**config.mk**
```make
export PLATFORM = sky130hd
export DESIGN_NAME = mag_stats
export DESIGN_NICKNAME = d
export VERILOG_FILES = /design/src/rtl/mag_stats.sv
export SDC_FILE = /design/constraint.sdc
export NUM_CORES = 1
export LEC_CHECK = 0
export ABC_AREA = 1
export CAP_MARGIN = 5
export CORE_MARGIN = 3
export CORE_UTILIZATION = 56
export DETAILED_ROUTE_END_ITERATION = 10
export PLACE_DENSITY = 0.85
export RECOVER_POWER = 25
export SLEW_MARGIN = 20
export SYNTH_ARGS = -nofsm -noshare
export SYNTH_HDL_FRONTEND = slang
export SYNTH_SLANG_ARGS = --single-unit
```
**constraint.sdc**
```tcl
create_clock -name clk -period 3.93 [get_ports clk]
set_input_delay 0.786 -clock clk [delete_from_list [all_inputs] [get_ports clk]]
set_output_delay 0.786 -clock clk [all_outputs]
set_load 0.02 [all_outputs]
```
**src/rtl/mag_stats.sv**
```systemverilog
// mag_stats: running statistics over a stream of 8-bit magnitude samples.
//
// Each accepted sample walks IDLE -> ACCUM -> EMIT. The record is held on the
// outputs until downstream takes it. The next sample is accepted on the edge
// after that handshake, so samples are at least three cycles apart.
//
// Ports
//   clk, rst             clock; asynchronous active-high reset
//   in_valid/in_ready    sample handshake; in_data is the sample
//   thresh               crossing threshold, captured together with the sample
//   clear                synchronous clear of all statistics (honoured in IDLE only)
//   out_valid/out_ready  record handshake
//   out_max, out_min     extremes since reset or clear
//   out_avg              mean of the last four samples (0 when averaging is not built)
//   out_cross            upward threshold crossings, saturating at 255
//   out_count            samples accepted, saturating at 65535
//
// Build option
//   MAG_STATS_AVG_EN  when defined, includes the 4-entry window, the running sum
//                     and the average output. Otherwise out_avg is tied to zero.
//
// state | meaning
// IDLE  | waiting for a sample or a clear
// ACCUM | fold the captured sample into the statistics
// EMIT  | record valid, waiting for out_ready
module mag_stats (
  input  logic        clk,
  input  logic        rst,
  input  logic        in_valid,
  input  logic [7:0]  in_data,
  output logic        in_ready,
  input  logic [7:0]  thresh,
  input  logic        clear,
  output logic        out_valid,
  input  logic        out_ready,
  output logic [7:0]  out_max,
  output logic [7:0]  out_min,
  output logic [7:0]  out_avg,
  output logic [7:0]  out_cross,
  output logic [15:0] out_count
);

  typedef enum logic [1:0] {
    IDLE  = 2'd0,
    ACCUM = 2'd1,
    EMIT  = 2'd2
  } state_t;

  state_t      state_q;
  logic [7:0]  samp_q;
  logic [7:0]  thr_q;
  logic        prev_above_q;
  logic        out_valid_q;
  logic [7:0]  max_q;
  logic [7:0]  min_q;
  logic [7:0]  cross_q;
  logic [15:0] count_q;

  logic        above_d;
  logic [7:0]  max_d;
  logic [7:0]  min_d;
  logic [7:0]  cross_d;
  logic [15:0] count_d;

`ifdef MAG_STATS_AVG_EN
  // win_q[0] is the newest sample. The sum tracks the window contents, so the
  // oldest entry leaves the sum as the new sample enters.
  logic [3:0][7:0] win_q;
  logic [9:0]      sum_q;
  logic [7:0]      avg_q;
  logic [9:0]      sum_d;
`endif

  assign in_ready = (state_q == IDLE) && !clear;

  always_comb begin
    above_d = samp_q > thr_q;
    max_d   = (samp_q > max_q) ? samp_q : max_q;
    min_d   = (samp_q < min_q) ? samp_q : min_q;
    cross_d = cross_q;
    if (above_d && !prev_above_q && (cross_q != 8'hFF)) begin
      cross_d = cross_q + 8'd1;
    end
    count_d = (count_q != 16'hFFFF) ? count_q + 16'd1 : count_q;
`ifdef MAG_STATS_AVG_EN
    sum_d = sum_q - {2'b00, win_q[3]} + {2'b00, samp_q};
`endif
  end

  always_ff @(posedge clk or posedge rst) begin
    if (rst) begin
      state_q      <= IDLE;
      samp_q       <= 8'd0;
      thr_q        <= 8'd0;
      prev_above_q <= 1'b0;
      out_valid_q  <= 1'b0;
      max_q        <= 8'h00;
      min_q        <= 8'hFF;
      cross_q      <= 8'd0;
      count_q      <= 16'd0;
`ifdef MAG_STATS_AVG_EN
      win_q        <= '0;
      sum_q        <= 10'd0;
      avg_q        <= 8'd0;
`endif
    end else begin
      case (state_q)
        IDLE: begin
          // clear has priority: in_ready is low whenever clear is high
          if (clear) begin
            prev_above_q <= 1'b0;
            max_q        <= 8'h00;
            min_q        <= 8'hFF;
            cross_q      <= 8'd0;
            count_q      <= 16'd0;
`ifdef MAG_STATS_AVG_EN
            win_q        <= '0;
            sum_q        <= 10'd0;
            avg_q        <= 8'd0;
`endif
          end else if (in_valid) begin
            samp_q  <= in_data;
            thr_q   <= thresh;
            state_q <= ACCUM;
          end
        end
        ACCUM: begin
          prev_above_q <= above_d;
          max_q        <= max_d;
          min_q        <= min_d;
          cross_q      <= cross_d;
          count_q      <= count_d;
`ifdef MAG_STATS_AVG_EN
          win_q        <= {win_q[2:0], samp_q};
          sum_q        <= sum_d;
          avg_q        <= sum_d[9:2];
`endif
          out_valid_q  <= 1'b1;
          state_q      <= EMIT;
        end
        EMIT: begin
          if (out_ready) begin
            out_valid_q <= 1'b0;
            state_q     <= IDLE;
          end
        end
        default: begin
          out_valid_q <= 1'b0;
          state_q     <= IDLE;
        end
      endcase
    end
  end

  assign out_valid = out_valid_q;
  assign out_max   = max_q;
  assign out_min   = min_q;
  assign out_cross = cross_q;
  assign out_count = count_q;
`ifdef MAG_STATS_AVG_EN
  assign out_avg   = avg_q;
`else
  assign out_avg   = 8'd0;
`endif

endmodule
```
# Word-level counts from Yosys, hierarchy flattened
# Index checks and enable logic that the tools add are counted.
# totals
in_bits	21
regBits	60
output_inout_bits	50
word_cells	62
# op_classes
n_eq_ne	12
n_lt_le_gt_ge	3
bitwise	2
n_mux	19
n_addsub	2
reduce_logical	15
# ops
op	n
one-hot mux 8 bit (2 select lines)	3
two-way mux 8 bit	5
two-way mux 16 bit	2
one-hot mux 16 bit (2 select lines)	1
AND reduction 3 bit	6
adder 16 x 1 -> 16 bit, second input constant	1
greater-than comparator 8 bit	2
inequality test 16 bit, second input constant	1
inequality test 2 bit, second input constant	8
adder 8 x 1 -> 8 bit, second input constant	1
less-than comparator 8 bit	1
inequality test 8 bit, second input constant	1
two-way mux 2 bit	3
one-hot mux 2 bit (3 select lines)	1
AND reduction 2 bit	2
logical AND 1 bit	3
one-hot mux 1 bit (3 select lines)	1
equality test 2 x 1 -> 1 bit, second input constant	1
equality test 2 bit, second input constant	1
logical NOT 1 bit	2
logical NOT 2 bit	1
two-way mux 1 bit	2
inverter 1 bit	2
one-hot mux 1 bit (2 select lines)	1
nonzero test 2 bit	1

# Longest topological paths before layout
# logic_depth
ltp_word	5
ltp_mapped	13
mapped_depth_nobuf	13

# Least setup slack after synthesis
# OpenSTA, ideal clock, no wires.
# synth_timing
path_kind	input port to output port
start	input clear
end	output in_ready
t_required_ns	3.144
n_path_buf	0
arrival_time_ns	1.288
path_stages	1
setup_slack_ns	1.856
cell_sequence	nor3_1
# synth_between
elab_chain_len	2
# synth_lines
element	line	source
from (decl)	33	input logic clear,
logical NOT 1 bit	74	assign in_ready = (state_q == IDLE) && !clear;
logical AND 1 bit	74	
to (decl)	31	output logic in_ready,
# No other way between the ends.

# Worst setup path after layout
# Same ends and word-level chain as after synthesis.

==> out/metrics.cfg <==
[min_path]
worst_hold_path.num_cells = 2
whs_endpoint = out_min[7]$_DFFE_PP1P_
holdCritPathClass = register to register
start_point_of_the_worst_hold_path = out_min[7]$_DFFE_PP1P_

[clock_tree]
cts_root_buffer = clkbuf_8
cts_repair_resize_count = 0
clock_latency_ps = 340
cts_post_setup_buffers_inserted = 0
cts_made_buffers = 9
worst_setup_hold_path_clk_slew_ps = 70
htreeDepth = 3
tritoncts_clock_tree = done
holdBufCountCts = 0
clock_sinks = 60
clockBufferDepth = 2

[sta]
timing.fmax_mhz = 353
count_of_final_max_slew_check_failures = 0
grt_setup_unrepaired = false
report.final.setup_viol = 0
post-route-period-util_pct = 72.0
fin_setup_tns_ps = 0
worstMarginPinSlew_ps = 1110
final-hold-violation-count = 0
timing.final.crit_period_ps = 2830
timing.max_slew.rel_slack_pct = 25.8
clock_tree_skew_after_final_layout_ps = 9.02

[logic_synthesis]
synth_most_common_cell = nand2_1
synth-seq-area-share_pct = 42.0
leading_post_synthesis_cells_by_cell_area = dfrtp_1 36%, nand2_1 15%, ha_1 8.7%
syn-cell-area_mm2 = 0.00359
ys_dominant_reg_cell = dfrtp_1
post_synth_edffs = 0
synth_top_area_share_pct = 36.2
syn_area_per_cell_um2 = 7.62
synthArstFlopShare_pct = 100
yosys_register_bits = 60
synth_top_cells_by_count = 142 x nand2_1, 53 x inv_1, 52 x dfrtp_1
synth_warnings = 0
synth_cells = 472
distinct_cell_type_count_after_synthesis = 38
synth_area_leader_cell = dfrtp_1

[floorplan]
initial_cell_density_of_the_core_pct = 59.3
dieHeight_um = 86.1
placeableCoreArea_mm2 = 0.00606
std_cell_rows = 28
die_area_mm2 = 0.00742
pin_count = 71
chipWidth_um = 86.1

[global_routing]
gr-usage-met2_pct = 39.1
grt_most_used_layer = met2
grt-ovfl-total = 0
grt_util_overall_pct = 23.9
via_count_of_the_first_global_routing_pass = 3065
global_route.usage.met3_pct = 3.94
first_pass_grt_wire_length_mm = 14.1
initial_antenna_violation_count = 0
met1_usage_pct = 31.7
pin_count_of_the_biggest_net_entering_global_routing = 37

[drt]
routedWlPerCell_um = 13.6
dr_total_vias = 3299
initialDrtViolationCount = 157
totalWireLength_mm = 8.38
detail_route.first_pass.iterations = 5
remaining_drc_errors = 0
postRouteAntennaNets = 0
avgViaCountPerCell = 5.36

[power_and_ir_drop]
share_comb_of_total_power_pct = 33.9
pwr-share-seq_pct = 41.2
power_leakage_uw = 0.00210
power_density_mw_per_mm2 = 457
power_switching_share_pct = 37.7
internal-power_uw = 1260
clock_power_share_pct = 24.9
vdd_drop_max_uv = 336
switching_power_uw = 760

[final_layout]
final_layout_size_suffix_gt1_share_pct = 7.39
area_growth_pct = 22.7
fillerInstances = 490
layout.nets = 582
regArea_mm2 = 0.00151
layout.cell_area.non_filler_mm2 = 0.00441
multi_input_area_mm2 = 0.00178
n_antenna_cell = 0

[setup_path]
worst_setup_path_end_kind = output port
cp_slowest_cell = clkdlybuf4s50_1
crit_path_start_kind = primary input
r2r.worst_path.cells = 8
timing.critical_path.fanout_max = 2
critical_path.cell_chain = clkdlybuf4s50_1 -> nor3_1 -> clkdlybuf4s50_1
rrSetupSlack_ps = 1850
required_time_at_the_worst_slack_endpoint_ps = 3140
worstReg2RegStart = state_q[1]$_DFFE_PP0P_
critPathKind = primary input to output port
cpMostUsedCell = clkdlybuf4s50_1
rr_endpoint = out_count[8]$_DFFE_PP0P_
cp_data_arrival_time_ps = 2040
biggest_cell_delay_along_the_critical_path_ps = 650

[outcome]
outcome = finished, final reports clean

[placed_design]
post_dp_cell_area_mm2 = 0.00424
finalWeightedCongestion = 0.900
portBuffers = 62
dpl.hpwl_mm = 6.12

[flow_run]
maxCapViolCount = 0

==> power groups by stage <==
stage          combinational (µW)  clock, µW  sequential (µW)
6_report                      683        502              830
5_1_grt                       770        536              844
3_3_place_gp                  638          0              831
2_1_floorplan                 399          0              874
4_1_cts                       689        507              829
3_5_place_dp                  681          0              839
==> sequential cells by signal, indices dropped and copies added, names as in the netlist <==
signal        flops
out_count        16
thr_q             8
samp_q            8
prev_above_q      1
state_q           2
out_max           8
out_cross         8
out_min           8
out_valid         1
==> area by class of cell <==
class                      instances  share of cell area (%)
timing repair buffer              65                    14.4
tap                               75                    2.13
sequential                        60                    34.3
clock inverter                     6                   0.908
multi-input combinational        343                    40.3
clock buffer                      10                    3.12
inverter                          57                    4.88
==> through the flow <==
| stage | hold WS (ps) | util (%) | setup slack (ps) | power, µW | cells |
|---|---|---|---|---|---|
| CTS | 499 | 72.9 | 1100 | 2020 | 616 |
| global placement | 482 | 70.0 | 1110 | 1470 | 600 |
| detailed placement | 486 | 70.0 | 1120 | 1520 | 600 |
| global route | 518 | 72.8 | 981 | 2150 | 616 |
| floorplan | 455 | - | 1670 | 1270 | 479 |
| finish | 498 | 72.8 | 1100 | 2020 | 616 |
==> worst max-delay path by stage <==
stage          start                  endpoint  slack, ps  cells after the start
2_1_floorplan    rst  out_count[0]$_DFFE_PP0P_       1670                      1
3_3_place_gp   clear                  in_ready       1110                      3
3_5_place_dp   clear                  in_ready       1120                      3
4_1_cts        clear                  in_ready       1100                      3
5_1_grt          rst  out_count[8]$_DFFE_PP0P_        980                      3
6_report       clear                  in_ready       1100                      3
==> worst max-delay path, delay by kind of cell <==
family	cells	cell delay (ps)
AND/OR/NAND/NOR	1	190
buffers and inverters	2	1060
==> layer usage <==
metal	wire (µm)	up-vias
met3	409	16
li1	-	1624
met1	3780	1533
met4	155	0
met5	0	-
met2	4030	126
==> cell usage in the layout, fill, tap and decap left out, drive strengths merged <==
cell type | Yosys | final
nand2 | 146 | 146
clkdlybuf4s50 | 0 | 60
inv | 56 | 56
dfrtp | 52 | 52
nor2 | 44 | 44
nand3 | 44 | 44
o21ai | 33 | 33
ha | 25 | 25
clkbuf | 3 | 12
a21oi | 10 | 10
conb | 1 | 8
dfstp | 8 | 8
nor3 | 8 | 8
xor2 | 7 | 7
nand4 | 5 | 5
clkinvlp | 0 | 4
clkinv | 1 | 3
xnor2 | 3 | 3
a31oi | 2 | 2
nor3b | 2 | 2
dlygate4sd3 | 0 | 2
o21bai | 1 | 1
o21a | 1 | 1
a21o | 1 | 1
or3 | 1 | 1
o22ai | 1 | 1
o32ai | 1 | 1
buf | 16 | 1
==> cells by family after synthesis <==
| group | after synthesis | synth area share [%] |
|---|---|---|
| fa+ha+maj | 25 | 8.70 |
| compound gates | 50 | 7.90 |
| buf+inv | 76 | 9.22 |
| other cells | 1 | 0.104 |
| xor+xnor | 10 | 2.44 |
| simple gates | 250 | 29.6 |
| flops | 60 | 42.0 |
(Power assumes the default switching activity.)
